<file path="src/rtl/i2c_register_target.sv">
// I2C target exposing a byte-addressed register bank; filtered SCL/SDA, auto-increment, repeated START.
// Optional debug outputs (State_o, AddrRx_ob8, PtrRx_ob8) exist only when I2C_TARGET_DEBUG_EN is defined.
package i2c_register_target_pkg;
  typedef enum logic [3:0] {
    IDLE     = 4'd0,
    ADDR     = 4'd1,
    ADDR_ACK = 4'd2,
    PTR      = 4'd3,
    PTR_ACK  = 4'd4,
    WR       = 4'd5,
    WR_ACK   = 4'd6,
    RD       = 4'd7,
    RD_ACK   = 4'd8
  } i2c_state_t;
endpackage

module i2c_register_target
  import i2c_register_target_pkg::*;
#(
  parameter logic [6:0] DEVICE_ADDR = 7'h50,
  parameter int         NUM_REGS    = 16,
  parameter int         FILTER_LEN  = 4,
  parameter int         AUTO_INC    = 1
) (
  input  logic                  Clk_ik,
  input  logic                  Rst_irn,
  input  logic                  Scl_i,
  input  logic                  Sda_i,
  output logic                  SdaOe_o,
  output logic [NUM_REGS*8-1:0] RegsWr_ob,
  input  logic [NUM_REGS*8-1:0] RegsRd_ib,
  output logic                  WrStrobe_o,
  output logic [7:0]            WrAddr_ob8,
  output logic                  Busy_o
`ifdef I2C_TARGET_DEBUG_EN
  ,
  output i2c_state_t            State_o,
  output logic [7:0]            AddrRx_ob8,
  output logic [7:0]            PtrRx_ob8
`endif
);
  localparam int              PW    = (NUM_REGS > 2) ? $clog2(NUM_REGS) : 1;
  localparam logic [3:0]      FLOAD = 4'(FILTER_LEN - 1);
  localparam logic [7:0]      LAST  = 8'(NUM_REGS - 1);
  localparam logic [8:0]      NREG9 = 9'(NUM_REGS);

  // bit 0 = SCL, bit 1 = SDA; idle bus is high
  logic [1:0] meta_q, sync_q, filt_q, prev_q;
  logic [3:0] fcnt_q [2];

  always_ff @(posedge Clk_ik or negedge Rst_irn) begin
    if (!Rst_irn) begin
      meta_q <= 2'b11;
      sync_q <= 2'b11;
      filt_q <= 2'b11;
      prev_q <= 2'b11;
      for (int i = 0; i < 2; i++) fcnt_q[i] <= FLOAD;
    end else begin
      meta_q <= {Sda_i, Scl_i};
      sync_q <= meta_q;
      prev_q <= filt_q;
      for (int i = 0; i < 2; i++) begin
        if (sync_q[i] == filt_q[i]) begin
          fcnt_q[i] <= FLOAD;
        end else if (fcnt_q[i] == 4'd0) begin
          filt_q[i] <= sync_q[i];
          fcnt_q[i] <= FLOAD;
        end else begin
          fcnt_q[i] <= fcnt_q[i] - 4'd1;
        end
      end
    end
  end

  logic scl_f, sda_f, scl_rise, scl_fall, start_det, stop_det;
  assign scl_f     = filt_q[0];
  assign sda_f     = filt_q[1];
  assign scl_rise  = scl_f & ~prev_q[0];
  assign scl_fall  = ~scl_f & prev_q[0];
  assign start_det = scl_f & prev_q[0] & prev_q[1] & ~sda_f;
  assign stop_det  = scl_f & prev_q[0] & ~prev_q[1] & sda_f;

  i2c_state_t                 state_q, state_d;
  logic [2:0]                 bitcnt_q, bitcnt_d;
  logic [7:0]                 shift_q, shift_d;
  logic [7:0]                 ptr_q, ptr_d;
  logic [NUM_REGS-1:0][7:0]   regs_q, regs_d;
  logic [NUM_REGS-1:0][7:0]   rd_bank;
  logic                       sda_oe_q, sda_oe_d, busy_q, busy_d, strobe_q, strobe_d;
  logic                       phase_q, phase_d, rw_q, rw_d;
  logic [7:0]                 wr_addr_q, wr_addr_d;
  logic [7:0]                 rx_byte, ptr_inc, ptr_adv;
  logic [PW-1:0]              ptr_idx;
  logic                       addr_match, ptr_ok;

  assign rd_bank    = RegsRd_ib;
  assign rx_byte    = {shift_q[6:0], sda_f};
  assign ptr_idx    = ptr_q[PW-1:0];
  assign ptr_inc    = (ptr_q == LAST) ? 8'd0 : ptr_q + 8'd1;
  assign ptr_adv    = (AUTO_INC != 0) ? ptr_inc : ptr_q;
  assign addr_match = (rx_byte[7:1] == DEVICE_ADDR);
  assign ptr_ok     = ({1'b0, rx_byte} < NREG9);

  always_ff @(posedge Clk_ik or negedge Rst_irn) begin
    if (!Rst_irn) begin
      state_q   <= IDLE;
      bitcnt_q  <= '0;
      shift_q   <= '0;
      ptr_q     <= '0;
      regs_q    <= '0;
      sda_oe_q  <= 1'b0;
      busy_q    <= 1'b0;
      strobe_q  <= 1'b0;
      phase_q   <= 1'b0;
      rw_q      <= 1'b0;
      wr_addr_q <= '0;
    end else begin
      state_q   <= state_d;
      bitcnt_q  <= bitcnt_d;
      shift_q   <= shift_d;
      ptr_q     <= ptr_d;
      regs_q    <= regs_d;
      sda_oe_q  <= sda_oe_d;
      busy_q    <= busy_d;
      strobe_q  <= strobe_d;
      phase_q   <= phase_d;
      rw_q      <= rw_d;
      wr_addr_q <= wr_addr_d;
    end
  end

  // ACK states: first SCL fall drives/releases SDA, rise sets phase, second fall leaves
  always_comb begin
    state_d   = state_q;
    bitcnt_d  = bitcnt_q;
    shift_d   = shift_q;
    ptr_d     = ptr_q;
    regs_d    = regs_q;
    sda_oe_d  = sda_oe_q;
    busy_d    = busy_q;
    strobe_d  = 1'b0;
    phase_d   = phase_q;
    rw_d      = rw_q;
    wr_addr_d = wr_addr_q;
    if (start_det) begin
      state_d  = ADDR;
      bitcnt_d = '0;
      sda_oe_d = 1'b0;
      phase_d  = 1'b0;
    end else if (stop_det) begin
      state_d  = IDLE;
      busy_d   = 1'b0;
      sda_oe_d = 1'b0;
      phase_d  = 1'b0;
    end else begin
      case (state_q)
        ADDR, PTR, WR: begin
          if (scl_rise) begin
            shift_d  = rx_byte;
            bitcnt_d = bitcnt_q + 3'd1;
            if (bitcnt_q == 3'd7) begin
              phase_d = 1'b0;
              if (state_q == ADDR) begin
                if (addr_match) begin
                  state_d = ADDR_ACK;
                  rw_d    = rx_byte[0];
                  busy_d  = 1'b1;
                end else begin
                  state_d = IDLE;
                end
              end else if (state_q == PTR) begin
                if (ptr_ok) begin
                  state_d = PTR_ACK;
                  ptr_d   = rx_byte;
                end else begin
                  state_d = IDLE;
                  busy_d  = 1'b0;
                end
              end else begin
                state_d         = WR_ACK;
                regs_d[ptr_idx] = rx_byte;
                strobe_d        = 1'b1;
                wr_addr_d       = ptr_q;
                ptr_d           = ptr_adv;
              end
            end
          end
        end
        ADDR_ACK, PTR_ACK, WR_ACK: begin
          if (scl_rise) begin
            phase_d = 1'b1;
          end else if (scl_fall) begin
            if (!phase_q) begin
              sda_oe_d = 1'b1;
            end else begin
              phase_d  = 1'b0;
              sda_oe_d = 1'b0;
              bitcnt_d = '0;
              if (state_q == ADDR_ACK && rw_q) begin
                state_d  = RD;
                shift_d  = rd_bank[ptr_idx];
                sda_oe_d = ~rd_bank[ptr_idx][7];
              end else if (state_q == ADDR_ACK) begin
                state_d = PTR;
              end else begin
                state_d = WR;
              end
            end
          end
        end
        RD: begin
          if (scl_rise) begin
            bitcnt_d = bitcnt_q + 3'd1;
            if (bitcnt_q == 3'd7) begin
              state_d = RD_ACK;
              phase_d = 1'b0;
            end
          end else if (scl_fall) begin
            shift_d  = {shift_q[6:0], 1'b0};
            sda_oe_d = ~shift_q[6];
          end
        end
        RD_ACK: begin
          if (scl_rise) begin
            if (sda_f) begin
              state_d = IDLE;
              busy_d  = 1'b0;
            end else begin
              ptr_d   = ptr_adv;
              phase_d = 1'b1;
            end
          end else if (scl_fall) begin
            if (!phase_q) begin
              sda_oe_d = 1'b0;
            end else begin
              state_d  = RD;
              phase_d  = 1'b0;
              bitcnt_d = '0;
              shift_d  = rd_bank[ptr_idx];
              sda_oe_d = ~rd_bank[ptr_idx][7];
            end
          end
        end
        default: ;
      endcase
    end
  end

  assign SdaOe_o    = sda_oe_q;
  assign RegsWr_ob  = regs_q;
  assign WrStrobe_o = strobe_q;
  assign WrAddr_ob8 = wr_addr_q;
  assign Busy_o     = busy_q;

`ifdef I2C_TARGET_DEBUG_EN
  logic [7:0] addr_rx_q, ptr_rx_q;
  logic       byte_done;
  assign byte_done = ~start_det & ~stop_det & scl_rise & (bitcnt_q == 3'd7);

  always_ff @(posedge Clk_ik or negedge Rst_irn) begin
    if (!Rst_irn) begin
      addr_rx_q <= '0;
      ptr_rx_q  <= '0;
    end else if (byte_done) begin
      if (state_q == ADDR && addr_match) addr_rx_q <= rx_byte;
      if (state_q == PTR && ptr_ok)      ptr_rx_q  <= rx_byte;
    end
  end

  assign State_o    = state_q;
  assign AddrRx_ob8 = addr_rx_q;
  assign PtrRx_ob8  = ptr_rx_q;
`endif
endmodule

</file>
<file path="config.mk">
export PLATFORM = sky130hd
export DESIGN_NAME = i2c_register_target
export DESIGN_NICKNAME = d
export VERILOG_FILES = /design/src/rtl/i2c_register_target.sv
export SDC_FILE = /design/constraint.sdc
export NUM_CORES = 1
export LEC_CHECK = 0
export CAP_MARGIN = 20
export CORE_UTILIZATION = 35
export DETAILED_ROUTE_END_ITERATION = 12
export PLACE_DENSITY = 0.73
export SYNTH_ARGS = -nofsm -noshare
export SYNTH_HDL_FRONTEND = slang
export SYNTH_SLANG_ARGS = --single-unit
</file>
<file path="constraint.sdc">
create_clock -name Clk_ik -period 6.25 [get_ports Clk_ik]
set_input_delay 0.625 -clock Clk_ik [delete_from_list [all_inputs] [get_ports Clk_ik]]
set_output_delay 0.625 -clock Clk_ik [all_outputs]
set_load 0.005 [all_outputs]
</file>
# Word-level counts from Yosys, hierarchy flattened
# Index checks and enable logic that the tools add are counted.
# W data, S select, Z words.
[totals]
word_cells = 236
regBits = 179
output_inout_bits = 139
[op_classes]
muxes = 94
reduce_logical = 26
bitwise_logic = 19
n_eq_ne = 57
n_addsub = 4
order_cmp = 3
[ops]
columns = ["op", "count"]
rows = [
  ["$bwmux W128", 1],
  ["$mux W8", 10],
  ["$mux W4", 19],
  ["$mux W7", 10],
  ["$ne A4 B4 Y1 const B", 14],
  ["$mux W1", 35],
  ["$bmux W8 S4", 1],
  ["$demux W8 S4", 1],
  ["$ne A2 B2 Y1 const B", 15],
  ["$pmux W7 S4", 1],
  ["$mux W3", 9],
  ["$reduce_and A7 Y1", 3],
  ["$ne A5 B5 Y1 const B", 4],
  ["$reduce_and A9 Y1", 2],
  ["$eq A4 B3 Y1 const B", 4],
  ["$pmux W4 S4", 1],
  ["$pmux W8 S2", 1],
  ["$ne A3 B3 Y1 const B", 5],
  ["$reduce_and A13 Y1", 1],
  ["$not A1 Y1", 12],
  ["$reduce_and A11 Y1", 1],
  ["$reduce_bool A5 Y1", 2],
  ["$ne A3 B1 Y1 const B", 3],
  ["$add A8 B1 Y8 const B", 1],
  ["30 further kinds", 47],
]

# Logic depth before layout (Yosys ltp)
# Gate-level depths: netlist of the first run.
[depth]
depth_word = 10
ltp_mapped = 8

# Worst setup path after synthesis of the first run
# Ideal clock, no wire load.
[synth_path]
kind = "flip-flop to flip-flop"
start = "reg filt_q[0]"
end = "reg regs_q (netlist bit RegsWr_ob[100])"
stages_incl_launch_ff = 8
t_arrival_ns = 2.166
synth_period_minus_slack_ns = 2.290
setup_time_ns = 0.125
t_required_ns = 6.125
slack_ns = 3.960
cell_sequence = "dfstp_2 ha_1 inv_1 a211o_1 nor2_1 buf_4 nand4_2 mux2_2"
[synth_via]
elab_chain_cells = 5
word_cells_on_any_way = 9
cone_classes = "8 x bitwise; 1 x reduce/logical"
[synth_rtl]
columns = ["element", "line_no", "text"]
rows = [
  ["start: declaration", "48", "logic [1:0] meta_q, sync_q, filt_q, prev_q;"],
  ["start signal: indexed assignment", "66", "filt_q[i] <= sync_q[i];"],
  ["$and A1 B1 Y1", "80, 81", ""],
  ["$and A1 B1 Y1 (on tied branches) (2 in a row)", "81, 80", ""],
  ["$not A1 Y1 (no line)", "--", ""],
  ["$reduce_and A7 Y1 (no line) (*)", "--", ""],
  ["end signal: assignment", "122", "regs_q <= regs_d;"],
  ["end: declaration", "87", "logic [NUM_REGS-1:0][7:0] regs_q, regs_d;"],
]
# Mark *: on every way between the ends. The rest lies on a longest branch, timed or not.
# A chain may end at the register's enable or synchronous reset.

# Final worst setup path of the first run
[layout_path]
start = "reg filt_q[1]"
end = "reg regs_q (netlist bit RegsWr_ob[118])"
[layout_via]
elab_chain_cells = 4
word_cells_on_any_way = 6
cone_classes = "5 x bitwise; 1 x reduce/logical"
[layout_rtl]
columns = ["element", "line_no", "text"]
rows = [
  ["$not A1 Y1", "80", "assign start_det = scl_f & prev_q[0] & prev_q[1] & ~sda_f;"],
  ["$and A1 B1 Y1", "80", ""],
  ["$not A1 Y1 (no line)", "--", ""],
  ["$reduce_and A7 Y1 (no line) (*)", "--", ""],
]
# Marked as above.

==> results of run 1 <==
per-stage QoR:
stage / setup WS [ns] / std cells / area [um^2] / hold slack (ns) / utilization, %
after floorplan: 3.96 / 651 / 8680 / 0.329 / -
after CTS: 3.15 / 1245 / 12300 / 0.255 / 50.5
final: 3.17 / 1246 / 12300 / 0.241 / 50.6
after detailed placement: 3.17 / 1213 / 11700 / 0.350 / 48.2
after global routing: 2.96 / 1246 / 12300 / 0.295 / 50.6
after global placement: 2.76 / 1212 / 11700 / 0.347 / 48.1
worst max path at each step:
stage	endpoint	slack, ns
after floorplan	RegsWr_ob[100]	3.96
after global placement	RegsWr_ob[116]	2.76
after detailed placement	RegsWr_ob[116]	3.17
after CTS	RegsWr_ob[118]	3.15
after global routing	RegsWr_ob[118]	2.96
final	RegsWr_ob[118]	3.17
Yosys cell counts, drive strengths merged, types with 3 or more instances:
cell	count
nor4b	3
and3	6
mux4	32
or3	5
inv	20
nor3b	4
nand4	4
mux2	146
nand2b	3
nand3b	4
a22oi	14
nand2	21
xor2	3
a21oi	34
o21ai	18
a31oi	3
nor2	19
and2	4
dfrtp	167
mux2i	8
buf	14
nand3	16
nor4	3
dfstp	12
nor2b	8
clkbuf	29
ha	11
nor3	6
power by group:
group	internal (mW)	switching (mW)	total, mW
Combinational	0.519	0.584	1.10
Clock	0.530	0.495	1.02
Sequential	1.26	0.230	1.49
routing by layer:
layer	GRT usage [%]	part of all wire, %	up-vias
li1	-	-	2932
met1	27.9	44	3306
met2	32.1	48	188
met3	6.43	7.1	24
met4	4.28	1.2	0
met5	0	0	-
final cells by class:
| class | count | area, um^2 |
|---|---|---|
| multi-input cells | 409 | 3950 |
| clock buffers | 18 | 429 |
| inverters | 20 | 75.1 |
| well taps | 324 | 405 |
| clock inverters | 14 | 133 |
| flip-flops and latches | 179 | 4500 |
| repair buffers | 282 | 2810 |
| fillers | 2107 | 12000 |
cell families after synthesis:
group | Yosys count
AND/OR/NAND/NOR | 114
adder cells (fa/ha/maj) | 11
multiplexers | 186
buffers and inverters | 63
XOR/XNOR | 5
AO/OA/AOI/OAI | 93
flip-flops | 179
state kept, by name, summed over array words and instances, names as in the netlist:
signal      cells
shift_q         7
sync_q          2
WrAddr_ob8      8
WrStrobe_o      1
bitcnt_q        3
Busy_o          1
filt_q          2
SdaOe_o         1
ptr_q           8
state_q         4
rw_q            1
RegsWr_ob     128
prev_q          2
fcnt_q          8
phase_q         1
meta_q          2
==> results.yml, run 1 <==
status:
  run_status: "complete, no violations"
logic_synthesis:
  synth_compound_area_share_pct: 6.74
  synth_top_area_cell: "dfrtp_1"
  synth_edf_count: 0
  synth_fa_ha_area_share_pct: 1.58
  async_flop_share_pct: 100
  synth_area_per_cell_um2: 13.3
  synth_mux_area_share_pct: 28.2
  synth.area.top_cells: "dfrtp_1 48%, mux2_2 19%, mux4_2 8.3%"
  netlist_instances: 651
  synth-seq-cells: 179
  ys_seq_area_share_pct: 51.8
  yosys.cell_types.count: 61
  ys.flop_type: "dfrtp_1"
  syn_area_mm2: 0.00868
  synth_top_family_by_area: "multiplexers"
  syn_nets: 794
  synth_top_area_share_pct: 48.1
  yosys_warnings: 0
  synthSimpleGateAreaFrac_pct: 8.34
  synth_xor_area_share_pct: 0.504
setup_path:
  end_kind: "flop"
  crit_cells: 6
  cp_num_buf_inv: 1
  critPathSlowestCell: "dfstp_2"
  arrival_ns: 3.39
  r2r-end: "RegsWr_ob[118]"
  path_class: "reg2reg"
  crit_required_ns: 6.56
  startpoint_type: "flop"
  rrSetupSlack_ns: 3.17
  timing.rr.start: "filt_q[1]"
  critPathLaunch: "filt_q[1]"
  rr_worst_depth: 6
  cp_slowest_stage_delay_ns: 0.93
  worstPathCellList: "xor2_1, a211o_1, nor2_2, buf_16, nand4_1, mux2_2"
  crit_path_max_fanout: 31
  crit_family: "flip-flops"
route:
  vias: 6450
  drt_iter0_drc: 366
  drc: 0
  wl_per_cell_um: 20.6
  first_pass_iters: 5
  wirelength_um: 25600
  final_antenna_net_count: 0
  vias_per_cell: 5.18
power:
  ir_worst_vdd_mv: 0.216
  p_leak_nw: 5.42
  p_per_area_mw_per_mm2: 294
  total_power_mw: 3.62
finish:
  drive_above_1_share_pct: 27.9
  layout_commonest_cell: "clkdlybuf4s50_1"
  area_growth_pct: 41.6
  layout.nets: 1052
  antennaDiodeCount: 0
  final_cell_mix: "269 x clkdlybuf4s50_1, 166 x dfrtp_1, 146 x mux2_2"
timing:
  setup-tns-final_ns: 0
  period_share_pct: 49.3
  max_freq_mhz: 325
  maxSlewHeadroom_pct: 32.2
  hold_violations: 0
  grt_setup_unrepaired: "no"
  fin_crit_ns: 3.08
  skew_ns: 0.00911
  final_max_slew_viol_count: 0
  tightest_slew_ns: 1.01
  setup_viol: 0
floorplan:
  start_util_pct: 35.7
  fp.dieArea_mm2: 0.0254
  core_mm2: 0.0243
  die_w_um: 160
  io_pins: 271
  rows: 57
  die_h_um: 160
clocking:
  cts_buffers: 17
  clk_latency_ns: 0.43
  cts_tree: "done"
  ctsHoldBuffers: 0
  cts_setup_buffers: 0
  cts_max_level: 4
  clkSlewWorstSetupHoldPaths_ns: 0.07
  root_buffer: "clkbuf_16"
  post_cts_resized: 0
  clk_path_buf_depth: 2
  clock-sinks: 179
run:
  maxCapViolations: 0
global_routing:
  grt_overflow_total: 0
  grt_pass1_wl_um: 40100
  antenna_found_initial: 0
  first_global_vias: 6722
  grt_max_degree: 77
  track_usage_pct: 20.5
placement:
  place.gp.congestion: 0.909
  io_buffers: 270
  post-dp-hpwl_um: 18400
hold_path:
  hp-class: "in2async"
No activity file was read; power rests on OpenSTA's default activity.
==> inputs of run 2 (changes only) <==
- PLACE_DENSITY: 0.73 -> 0.75
- clock period: 6.25 -> 2.49 ns (I/O delays scaled with it)
==> results.yml, run 2 (synthesized netlist as in run 1, its figures left out) <==
finish:
  largest_reg_flops: 128
  final_cell_mix: "269 x clkdlybuf4s50_1, 166 x dfrtp_1, 146 x mux2_2"
  final_util_pct: 51.9
  layout_commonest_cell: "clkdlybuf4s50_1"
  area_growth_pct: 45.3
  antennaDiodeCount: 0
  layout.nets: 1085
  drive_above_1_share_pct: 30.5
clocking:
  root_buffer: "clkbuf_16"
  cts_max_level: 4
  clock-sinks: 179
  clkSlewWorstSetupHoldPaths_ns: 0.07
  cts_tree: "done"
  clk_path_buf_depth: 2
  cts_buffers: 17
  clk_latency_ns: 0.44
hold_path:
  whs_endpoint: "meta_q[1]"
  hold_depth: 1
  hold_path.startpoint: "Sda_i"
  hp-class: "in2reg"
floorplan:
  rows: 57
  die_h_um: 160
  io_pins: 271
  start_util_pct: 35.7
  die_w_um: 160
  fp.dieArea_mm2: 0.0254
  core_mm2: 0.0243
setup_path:
  startpoint_type: "flop"
  crit_required_ns: 2.80
  path_class: "reg2reg"
  rrSetupSlack_ns: 0.11
  timing.rr.start: "filt_q[0]"
  arrival_ns: 2.69
  crit_path_max_fanout: 9
  end_kind: "flop"
  rr_worst_depth: 7
  r2r-end: "RegsWr_ob[106]"
power:
  switching_share_pct: 35.9
  p_per_area_mw_per_mm2: 760
  ir_worst_vdd_mv: 0.450
  p_sw_mw: 3.45
  pwr-share-seq_pct: 36.0
  p_clk_share_pct: 29.0
  combPwrFrac_pct: 35.0
  power.internal_mw: 6.14
  p_leak_nw: 5.59
timing:
  fin_crit_ns: 2.38
  hold_violations: 0
  fin_ws_ns: 0.113
  setup-tns-final_ns: 0
  period_share_pct: 95.4
  final_max_slew_viol_count: 0
  setup_viol: 0
  maxSlewHeadroom_pct: 45.8
  max_freq_mhz: 421
  tightest_slew_ns: 0.812
  skew_ns: 0.0190
global_routing:
  first_global_vias: 6749
  grt_max_degree: 94
  grt_overflow_total: 0
  antenna_found_initial: 0
  grt_pass1_wl_um: 40500
  track_usage_pct: 20.9
placement:
  io_buffers: 270
  post-dp-hpwl_um: 18600
  place.gp.congestion: 0.871
  preCtsSetupSlack_ns: 0.112
route:
  first_pass_iters: 5
  drc: 0
  final_antenna_net_count: 0
  wirelength_um: 26100
  wl_per_cell_um: 20.4
  drt_iter0_drc: 435
  vias: 6640
  vias_per_cell: 5.19
status:
  run_status: "complete, no violations"
run:
  maxCapViolations: 0
==> run 2: area by class of cell <==
cell class | instances | area, um^2
fillers | 2069 | 11700
flip-flops and latches | 179 | 4500
well taps | 324 | 405
clock buffers | 19 | 453
multi-input cells | 409 | 3960
repair buffers | 315 | 3070
clock inverters | 13 | 160
inverters | 20 | 75.1
==> run 2: worst max path at each step <==
stage | start | endpoint | slack [ns] | depth (start not counted)
2_1_floorplan | filt_q[0] | RegsWr_ob[100] | 0.20 | 7
3_3_place_gp | filt_q[0] | RegsWr_ob[46] | 0.13 | 6
3_5_place_dp | filt_q[0] | RegsWr_ob[97] | 0.11 | 7
4_1_cts | filt_q[0] | RegsWr_ob[103] | 0.08 | 7
5_1_grt | filt_q[0] | RegsWr_ob[109] | -0.0007 | 7
6_report | filt_q[0] | RegsWr_ob[106] | 0.11 | 7
==> run 2: metrics by stage <==
step	hold WS (ns)	area [um^2]	instances	total power [mW]
after floorplan	-0.0466	8680	651	5.53
after global placement	0.107	12000	1245	6.80
after detailed placement	0.107	12000	1245	6.84
after CTS	0.206	12600	1278	9.65
after global routing	0.212	12600	1279	10.1
final	0.224	12600	1279	9.59
==> run 2: power groups by stage <==
| stage | Clock (mW) | Sequential (mW) | Combinational (mW) |
|---|---|---|---|
| after CTS | 2.83 | 3.45 | 3.36 |
| after global routing | 2.95 | 3.49 | 3.64 |
| final | 2.78 | 3.45 | 3.36 |
| after floorplan | 0 | 3.37 | 2.17 |
| after detailed placement | 0 | 3.50 | 3.34 |
| after global placement | 0 | 3.50 | 3.30 |
==> run 2: worst max-delay path, stage by stage (launching register included) <==
cell and delay, ns:
dfstp_2 0.53, ha_1 0.25, inv_1 0.13, a211o_1 0.36
nor2_2 0.15, buf_4 0.22, nand4_2 0.27, mux2_2 0.36
==> run 2: per-layer routing <==
| metal | global-route usage, % | part of all wire, % |
|---|---|---|
| met5 | 0 | 0 |
| met4 | 5.29 | 1.9 |
| met3 | 7.35 | 7.7 |
| met2 | 33.0 | 47 |
| met1 | 27.3 | 43 |
==> run 2: timing repair <==
action                                  in CTS  in global routing
endpoints found under the setup margin       0                 42
endpoints found under the hold margin       31                  0
setup buffers                                0                  1
resized for setup                            0                  2
hold buffers                                 1                  0
